### config.mk
export PLATFORM = sky130hd
export DESIGN_NAME = uart_rx_param
export DESIGN_NICKNAME = d
export VERILOG_FILES = /design/src/rtl/uart_pkg.sv /design/src/rtl/uart_baud_tick.sv /design/src/rtl/uart_rx_param.sv
export SDC_FILE = /design/constraint.sdc
export NUM_CORES = 1
export LEC_CHECK = 0
export CORE_ASPECT_RATIO = 0.9
export CORE_UTILIZATION = 45
export DETAILED_ROUTE_END_ITERATION = 8
export HOLD_SLACK_MARGIN = 0.02
export SKIP_LAST_GASP = 1
export SYNTH_ARGS = -nofsm -noshare
export SYNTH_HDL_FRONTEND = slang
export SYNTH_SLANG_ARGS = --single-unit
### constraint.sdc
create_clock -name clk -period 2.8 [get_ports clk]
set_clock_uncertainty 0.2 [all_clocks]
set_input_delay 0.7 -clock clk [delete_from_list [all_inputs] [get_ports clk]]
set_output_delay 0.7 -clock clk [all_outputs]
set_load 0.01 [all_outputs]
### src/rtl/uart_pkg.sv
//==============================================================================
// Module      : uart_pkg
// Description : Shared UART definitions: parity encodings, receiver FSM state
//               type and the baud-tick divider calculation.
// Revision    : 1.0 - initial release
//==============================================================================
`default_nettype none

package uart_pkg;

    localparam int PAR_NONE = 0;
    localparam int PAR_ODD  = 1;
    localparam int PAR_EVEN = 2;

    typedef enum logic [2:0] {
        ST_IDLE      = 3'd0,
        ST_START     = 3'd1,
        ST_DATA      = 3'd2,
        ST_PARITY    = 3'd3,
        ST_STOP      = 3'd4,
        ST_WAIT_HIGH = 3'd5
    } rx_state_t;

    // Rounded CLK_HZ / (BAUD * OVERSAMPLE), never less than one.
    function automatic int calc_div(input int clk_hz, input int baud, input int oversample);
        longint w_den;
        longint w_div;
        w_den = longint'(baud) * longint'(oversample);
        w_div = (longint'(clk_hz) + w_den / 2) / w_den;
        return (w_div < 1) ? 1 : int'(w_div);
    endfunction

endpackage

`default_nettype wire

### src/rtl/uart_baud_tick.sv
//==============================================================================
// Module      : uart_baud_tick
// Description : Oversampling tick divider with synchronous restart; emits a
//               one-cycle tick each time the counter wraps at DIV-1.
// Revision    : 1.0 - initial release
//==============================================================================
`default_nettype none

module uart_baud_tick #(
    parameter int DIV = 27
) (
    input  logic clk,
    input  logic rst,
    input  logic restart,
    output logic tick
);

    localparam int                 c_cnt_w = (DIV > 1) ? $clog2(DIV) : 1;
    localparam logic [c_cnt_w-1:0] c_last  = c_cnt_w'(DIV - 1);
    localparam logic [c_cnt_w-1:0] c_one   = c_cnt_w'(1);

    logic [c_cnt_w-1:0] r_cnt;

    always_ff @(posedge clk or posedge rst) begin
        if (rst) begin
            r_cnt <= '0;
        end else if (restart || (r_cnt == c_last)) begin
            r_cnt <= '0;
        end else begin
            r_cnt <= r_cnt + c_one;
        end
    end

    assign tick = (r_cnt == c_last) && !restart;

endmodule

`default_nettype wire

### src/rtl/uart_rx_param.sv
//==============================================================================
// Module      : uart_rx_param
// Description : Parametrised oversampling UART receiver with parity/framing
//               error flags. Define UART_RX_MAJORITY_EN for 3-sample voting.
// Revision    : 1.0 - initial release
//==============================================================================
`default_nettype none

module uart_rx_param
    import uart_pkg::*;
#(
    parameter int CLK_HZ     = 50000000,
    parameter int BAUD       = 115200,
    parameter int OVERSAMPLE = 16,
    parameter int DATA_BITS  = 8,
    parameter int PARITY     = 0,
    parameter int STOP_BITS  = 1
) (
    input  logic                 clk,
    input  logic                 rst,
    input  logic                 rx_d,
    output logic [DATA_BITS-1:0] data,
    output logic                 ready,
    output logic                 parity_err,
    output logic                 frame_err,
    output logic                 busy
);

    localparam int                c_div      = calc_div(CLK_HZ, BAUD, OVERSAMPLE);
    localparam int                c_os_w     = $clog2(OVERSAMPLE);
    localparam int                c_bit_w    = $clog2(DATA_BITS);
    localparam logic [c_os_w-1:0] c_act_idx  = c_os_w'(OVERSAMPLE / 2);
    localparam logic [c_os_w-1:0] c_last_os  = c_os_w'(OVERSAMPLE - 1);
    localparam logic [c_os_w-1:0] c_os_one   = c_os_w'(1);
    localparam logic [c_bit_w-1:0] c_last_bit = c_bit_w'(DATA_BITS - 1);
    localparam logic [c_bit_w-1:0] c_bit_one  = c_bit_w'(1);
    localparam logic              c_last_stop = 1'(STOP_BITS - 1);
    localparam logic              c_odd       = (PARITY == PAR_ODD);

    rx_state_t            r_state;
    rx_state_t            w_state_nxt;
    logic [1:0]           r_sync;
    logic                 r_rx_prev;
`ifdef UART_RX_MAJORITY_EN
    logic [1:0]           r_samp;
`else
    logic                 r_samp;
`endif
    logic [c_os_w-1:0]    r_os;
    logic [c_bit_w-1:0]   r_bit_idx;
    logic                 r_stop_idx;
    logic [DATA_BITS-1:0] r_shift;
    logic                 r_par_acc;
    logic                 r_perr_acc;
    logic                 r_ferr_acc;
    logic [DATA_BITS-1:0] r_data;
    logic                 r_ready;
    logic                 r_parity_err;
    logic                 r_frame_err;
    logic                 r_busy;

    logic w_rx, w_fall, w_tick, w_act, w_bit, w_ferr_nxt, w_done;

    assign w_rx   = r_sync[1];
    assign w_fall = r_rx_prev & ~w_rx;
    // Decisions are taken one tick after the centre sample so both builds share latency.
    assign w_act  = w_tick && (r_os == c_act_idx);
`ifdef UART_RX_MAJORITY_EN
    assign w_bit  = (w_rx & r_samp[0]) | (w_rx & r_samp[1]) | (r_samp[0] & r_samp[1]);
`else
    assign w_bit  = r_samp;
`endif
    assign w_ferr_nxt = r_ferr_acc | ~w_bit;

    uart_baud_tick #(
        .DIV(c_div)
    ) u_tick (
        .clk    (clk),
        .rst    (rst),
        .restart(r_state == ST_IDLE),
        .tick   (w_tick)
    );

    always_ff @(posedge clk or posedge rst) begin
        if (rst) begin
            r_sync    <= 2'b11;
            r_rx_prev <= 1'b1;
            r_samp    <= '1;
            r_os      <= '0;
        end else begin
            r_sync    <= {r_sync[0], rx_d};
            r_rx_prev <= w_rx;
            if (w_tick) begin
`ifdef UART_RX_MAJORITY_EN
                r_samp <= {r_samp[0], w_rx};
`else
                r_samp <= w_rx;
`endif
            end
            if (r_state == ST_IDLE) begin
                r_os <= '0;
            end else if (w_tick) begin
                r_os <= (r_os == c_last_os) ? '0 : r_os + c_os_one;
            end
        end
    end

    always_ff @(posedge clk or posedge rst) begin
        if (rst) begin
            r_state <= ST_IDLE;
        end else begin
            r_state <= w_state_nxt;
        end
    end

    always_comb begin
        w_state_nxt = r_state;
        w_done      = 1'b0;
        case (r_state)
            ST_IDLE:      if (w_fall) w_state_nxt = ST_START;
            ST_START:     if (w_act) w_state_nxt = w_bit ? ST_IDLE : ST_DATA;
            ST_DATA: begin
                if (w_act && (r_bit_idx == c_last_bit)) begin
                    w_state_nxt = (PARITY != PAR_NONE) ? ST_PARITY : ST_STOP;
                end
            end
            ST_PARITY:    if (w_act) w_state_nxt = ST_STOP;
            ST_STOP: begin
                if (w_act && (r_stop_idx == c_last_stop)) begin
                    w_done      = 1'b1;
                    w_state_nxt = w_ferr_nxt ? ST_WAIT_HIGH : ST_IDLE;
                end
            end
            ST_WAIT_HIGH: if (w_rx) w_state_nxt = ST_IDLE;
            default:      w_state_nxt = ST_IDLE;
        endcase
    end

    always_ff @(posedge clk or posedge rst) begin
        if (rst) begin
            r_bit_idx    <= '0;
            r_stop_idx   <= 1'b0;
            r_shift      <= '0;
            r_par_acc    <= 1'b0;
            r_perr_acc   <= 1'b0;
            r_ferr_acc   <= 1'b0;
            r_data       <= '0;
            r_ready      <= 1'b0;
            r_parity_err <= 1'b0;
            r_frame_err  <= 1'b0;
            r_busy       <= 1'b0;
        end else begin
            r_ready <= 1'b0;
            if (r_state == ST_IDLE) begin
                r_bit_idx  <= '0;
                r_stop_idx <= 1'b0;
                r_par_acc  <= 1'b0;
                r_perr_acc <= 1'b0;
                r_ferr_acc <= 1'b0;
            end
            if (w_act) begin
                case (r_state)
                    ST_START: if (!w_bit) r_busy <= 1'b1;
                    ST_DATA: begin
                        r_shift   <= {w_bit, r_shift[DATA_BITS-1:1]};
                        r_par_acc <= r_par_acc ^ w_bit;
                        r_bit_idx <= r_bit_idx + c_bit_one;
                    end
                    ST_PARITY: r_perr_acc <= r_par_acc ^ w_bit ^ c_odd;
                    ST_STOP: begin
                        r_ferr_acc <= w_ferr_nxt;
                        r_stop_idx <= r_stop_idx + 1'b1;
                    end
                    default: ;
                endcase
            end
            if (w_done) begin
                r_data       <= r_shift;
                r_parity_err <= (PARITY != PAR_NONE) && r_perr_acc;
                r_frame_err  <= w_ferr_nxt;
                r_ready      <= 1'b1;
                r_busy       <= 1'b0;
            end
        end
    end

    assign data       = r_data;
    assign ready      = r_ready;
    assign parity_err = r_parity_err;
    assign frame_err  = r_frame_err;
    assign busy       = r_busy;

endmodule

`default_nettype wire

* Word-level counts from Yosys, hierarchy flattened *
Index checks and enable logic that the tools add are counted.

operators by class
  eq/ne operators = 16
  add/subtract/negate cells = 4
  shift-type cells = 0
  multipliers = 0
  order comparisons = 0
  mux-type cells = 29
  bitwise logic cells = 5
  reduce and logical (&&, ||, !) cells = 13
  div/mod/pow operators = 0

operators with widths
  kind                 count
  $mux 3               10
  $pmux 3 s6           1
  $mux 1               13
  $mux 4               3
  $ne 2x2->1 const B   6
  $eq 3x3->1 const B   3
  $eq 4x4->1 const B   2
  $eq 3x2->1 const B   2
  $reduce_and 6->1     1
  $reduce_bool 2->1    3
  $add 5x1->5 const B  1
  $eq 5x5->1 const B   1
  $mux 5               1
  $add 4x1->4 const B  1
  $logic_and 1x1->1    4
  $add 3x1->3 const B  1
  $eq 3x1->1 const B   1
  $logic_not 3->1      1
  $not 1->1            3
  $reduce_and 3->1     1
  $mux 2               1
  $ne 2x1->1 const B   1
  $reduce_and 2->1     1
  $add 1x1->1 const B  1
  other kinds (4)      4

word-level totals
  output and inout port bits = 12
  bits in latches = 0
  input port bits = 3
  memory bits (writable) = 0
  bits in read-only memories = 0
  register bits after elaboration = 40
  logic and storage cells = 81
  memories = 0

* Logic depth before layout (Yosys ltp) *
  depth in word-level cells = 9
  mapped depth = 8
  gate-level depth less buffers = 6

* Cells and area by module *
From an unflattened synthesis, not the netlist that was laid out.

second synthesis, totals
  cells, all modules = 143
  area, all modules = 1866.8 sq um

by module, submodules not included
  module          seq. area each (sq um)  cells each  instances  area each (sq um)
  uart_rx_param   880.8                   119         1          1587.8
  uart_baud_tick  125.1                   24          1          279.0

* Least setup slack after synthesis *
No wires, ideal clock.

  path kind = reg-to-reg
  from = register u_tick.r_cnt[0]
  to = register r_data[0] (netlist: data[0])
  stages on the path, launching flop included = 9
  slack = 543 ps
  arrival time = 1929 ps
  library setup time = 127 ps
  cell sequence = dfrtp_1 > inv_1 > ha_1 > nand4b_4 > or2_1 > buf_2 > nor4_4 > buf_6 > mux2_1

on the way
  word-level cells in the longest chain between the ends = 6

RTL lines
  what                      RTL line              source
  start: declaration        uart_baud_tick.sv:22  logic [c_cnt_w-1:0] r_cnt;
  start signal: assignment  uart_baud_tick.sv:30  r_cnt <= r_cnt + c_one;
  $eq 5x5->1                uart_baud_tick.sv:34  assign tick = (r_cnt == c_last) && !restart;
  $logic_and 1x1->1         uart_baud_tick.sv:34
  $logic_and 1x1->1         uart_rx_param.sv:67   assign w_act = w_tick && (r_os == c_act_idx);
  $logic_and 1x1->1         uart_rx_param.sv:129  if (w_act && (r_stop_idx == c_last_stop)) begin
  $mux 1                    uart_rx_param.sv:129
  $mux 1                    uart_rx_param.sv:119  case (r_state)
  named net w_done          uart_rx_param.sv:62   logic w_rx, w_fall, w_tick, w_act, w_bit, w_ferr_nxt, w_done;
  end signal: assignment    uart_rx_param.sv:178  r_data <= r_shift;
  end: declaration          uart_rx_param.sv:56   logic [DATA_BITS-1:0] r_data;

The timed path passes the listed nets, and every way through them passes these cells.
A chain may end at the register's enable or synchronous reset.

* Worst setup path in the final report *
  from = register u_tick.r_cnt[0]
  to = register r_data[4] (netlist: data[4])

on the way
  word-level cells in the longest chain between the ends = 6

RTL lines
  what               RTL line
  $eq 5x5->1         uart_baud_tick.sv:34
  $logic_and 1x1->1  uart_baud_tick.sv:34
  $logic_and 1x1->1  uart_rx_param.sv:67
  $logic_and 1x1->1  uart_rx_param.sv:129
  $mux 1             uart_rx_param.sv:129
  $mux 1             uart_rx_param.sv:119

No other way between the ends.

==> results.py <==
metrics = {
    "layout": {
        "layout-drive-gt1-share": 0.159,
        "area.sequential_sq_um": 1010,
        "final_common_cell": "dfrtp_1",
        "insertedDiodeCount": 0,
        "final_cell_mix": "36 x dfrtp_1, 13 x nor2_1, 13 x clkdlybuf4s50_1",
        "fillCellCount": 321,
        "nets": 172,
        "multi_input_area_sq_um": 711,
        "area_growth_pct": 14.2,
    },
    "place": {
        "hpwl_microns": 2010,
        "io_buffers": 13,
        "gp_congestion": 0.809,
        "place_ws_ps": 458,
    },
    "grt": {
        "grt_pass1_vias": 1058,
        "grt_max_degree": 41,
        "grtUsageMet1": 0.209,
        "grt.overflow.total": 0,
        "grt_busiest_layer": "met2",
        "grt_pass1_wl_microns": 4860,
        "antenna_found_initial": 0,
        "gr-usage-met2": 0.254,
        "gr-usage-all-layers": 0.163,
        "grtUsageMet3": 0.0574,
    },
    "route": {
        "dr.pass1.iters": 4,
        "drt_wl_total_microns": 2890,
        "drt_iter0_drc": 42,
        "vias_per_cell": 5.25,
        "wl_per_cell_microns": 13.7,
        "drc": 0,
        "ant_nets": 0,
        "vias": 1103,
    },
    "floorplanning": {
        "ios": 15,
        "num_rows": 21,
        "die_h_microns": 61.5,
        "core_sq_um": 3730,
        "dieArea_sq_um": 4190,
        "die_w_microns": 68.1,
        "initial_utilization": 0.475,
    },
    "hold_path": {
        "hold_class": "reg2reg",
    },
    "clocking": {
        "clk_pin_slew_ps": 70,
        "h-tree-depth": 2,
        "cts-resized-gates": 0,
        "cts_setup_buffers": 0,
        "clock_latency_ps": 290,
        "root_buffer": "clkbuf_8",
        "cts_hold_buf": 0,
        "cts_sinks": 40,
        "cts_tree": "done",
        "cts_buffers": 5,
        "clockBufferDepth": 2,
    },
    "timing": {
        "setup_viol": 0,
        "rsz0062_at_grt": "false",
        "worst_pin_slew_ps": 652,
        "fmax_mhz": 427,
        "period_needed_ps": 2340,
        "finalSetupTns_ps": 0,
        "setup_slack_ps": 457,
        "relSlewSlack": 0.562,
        "drv_slew": 0,
        "fin_crit_sh": 0.837,
        "hold_viol": 0,
    },
    "setup_path": {
        "cp.arrival_ps": 2310,
        "crit_fanout": 12,
        "setup.worst_path.class": "reg2reg",
        "crit_chain": "inv_1 > ha_1 > nand4b_4 > or2_1 > nor4_4 > buf_4 > mux2_1",
        "cpPeakStageDelay_ps": 410,
        "cp_top_family": "simple AND/OR/NAND/NOR gates",
        "crit_slowest_cell": "dfrtp_1",
        "critPathLaunchType": "flop",
        "cp_num_buf_inv": 2,
        "cp-end-kind": "flop",
        "rrSetupSlack_ps": 460,
        "required_ps": 2760,
    },
    "synthesis": {
        "syn_inst": 147,
        "netlist_area_sq_um": 1770,
        "yosysSeqAreaShare": 0.568,
        "yosysWarnings": 0,
        "syn_nets": 156,
        "synth-seq-cells": 40,
        "syn_avg_cell_area_sq_um": 12.1,
        "synthDistinctLibCells": 36,
    },
    "power": {
        "power_per_cell_area_nw_per_um2": 628,
        "power_leakage_nw": 0.945,
        "ir_worst_vdd_uv": 376,
    },
    "flow_run": {
        "drv_cap": 0,
    },
    "status": {
        "outcome": "finished clean",
    },
}
## final cells by class
| class | instances | share of cell area |
|---|---|---|
| flip-flops and latches | 40 | 0.497 |
| multi-input cells | 96 | 0.351 |
| repair buffers | 16 | 0.0754 |
| clock buffers | 7 | 0.0377 |
| well taps | 46 | 0.0284 |
| inverters | 4 | 0.00742 |
| clock inverters | 1 | 0.00247 |
## path summary, 6_finish.rpt
path                                  from         end  cells after the start
max in group asynchronous              rst   r_sync[1]                      3
min in group asynchronous              rst  r_shift[4]                      3
max                        u_tick.r_cnt[0]     data[4]                      7
min                              r_sync[0]   r_sync[1]                      0
min reg2reg                      r_sync[0]   r_sync[1]                      0
max reg2reg                u_tick.r_cnt[0]     data[4]                      7
## stage by stage
| step | cell area [sq um] | total power, mW | instances | hold WS (ps) | util |
|---|---|---|---|---|---|
| 2_1_floorplan | 1770 | 0.875 | 147 | 145 | - |
| 3_3_place_gp | 1940 | 0.913 | 202 | 148 | 0.520 |
| 3_5_place_dp | 1940 | 0.931 | 202 | 147 | 0.520 |
| 4_1_cts | 2020 | 1.29 | 210 | 158 | 0.542 |
| 5_1_grt | 2020 | 1.36 | 210 | 167 | 0.542 |
| 6_report | 2020 | 1.27 | 210 | 157 | 0.542 |
## routing by layer
metal | up-vias | wire length [microns]
met3 | 5 | 96
met4 | 0 | 46
met1 | 540 | 1410
met5 | - | 0
met2 | 16 | 1340
li1 | 542 | -
## kinds of logic after synthesis
kind of cell / synth area share
muxes: 0.114
AOI/OAI and AO/OA: 0.0629
other: 0.00212
DFF: 0.568
and+or+nand+nor: 0.160
buffers and inverters: 0.0311
xor gates and xnor gates: 0.0198
adders and majority gates: 0.0424
## synthesized netlist by cell type (all sizes together)
| master | instances | area (sq um) |
|---|---|---|
| dfrtp | 36 | 901 |
| mux2 | 17 | 191 |
| nor2 | 13 | 48.8 |
| nand2 | 12 | 45.0 |
| a21oi | 7 | 35.0 |
| o21ai | 7 | 35.0 |
| ha | 6 | 75.1 |
| buf | 4 | 28.8 |
| dfstp | 4 | 105 |
| inv | 4 | 15.0 |
| nand2b | 4 | 25.0 |
| nand3 | 4 | 20.0 |
| clkbuf | 3 | 11.3 |
| nor3 | 3 | 15.0 |
| xor2 | 3 | 26.3 |
| nand3b | 2 | 15.0 |
| nor4 | 2 | 33.8 |
| nor4b | 2 | 17.5 |
| a22oi | 1 | 7.51 |
| a311oi | 1 | 8.76 |
| and4b | 1 | 10.0 |
| conb | 1 | 3.75 |
| mux2i | 1 | 10.0 |
| nand4b | 1 | 23.8 |
| o2bb2ai | 1 | 8.76 |
| o31ai | 1 | 7.51 |
| o41ai | 1 | 8.76 |
| or2 | 1 | 6.26 |
| or3 | 1 | 6.26 |
| or4 | 1 | 7.51 |
| or4b | 1 | 10.0 |
| xnor2 | 1 | 8.76 |
## flip-flops by register name, indices dropped and copies added, names as in the netlist
register	count
busy	1
data	8
frame_err	1
r_bit_idx	3
r_ferr_acc	1
r_os	4
r_rx_prev	1
r_samp	1
r_shift	8
r_state	3
r_stop_idx	1
r_sync	2
ready	1
u_tick.r_cnt	5
## power breakdown
| part | switching (mW) | internal [mW] |
|---|---|---|
| Sequential | 0.0760 | 0.647 |
| Clock | 0.181 | 0.175 |
| Combinational | 0.102 | 0.0905 |
(Power assumes the default switching activity.)
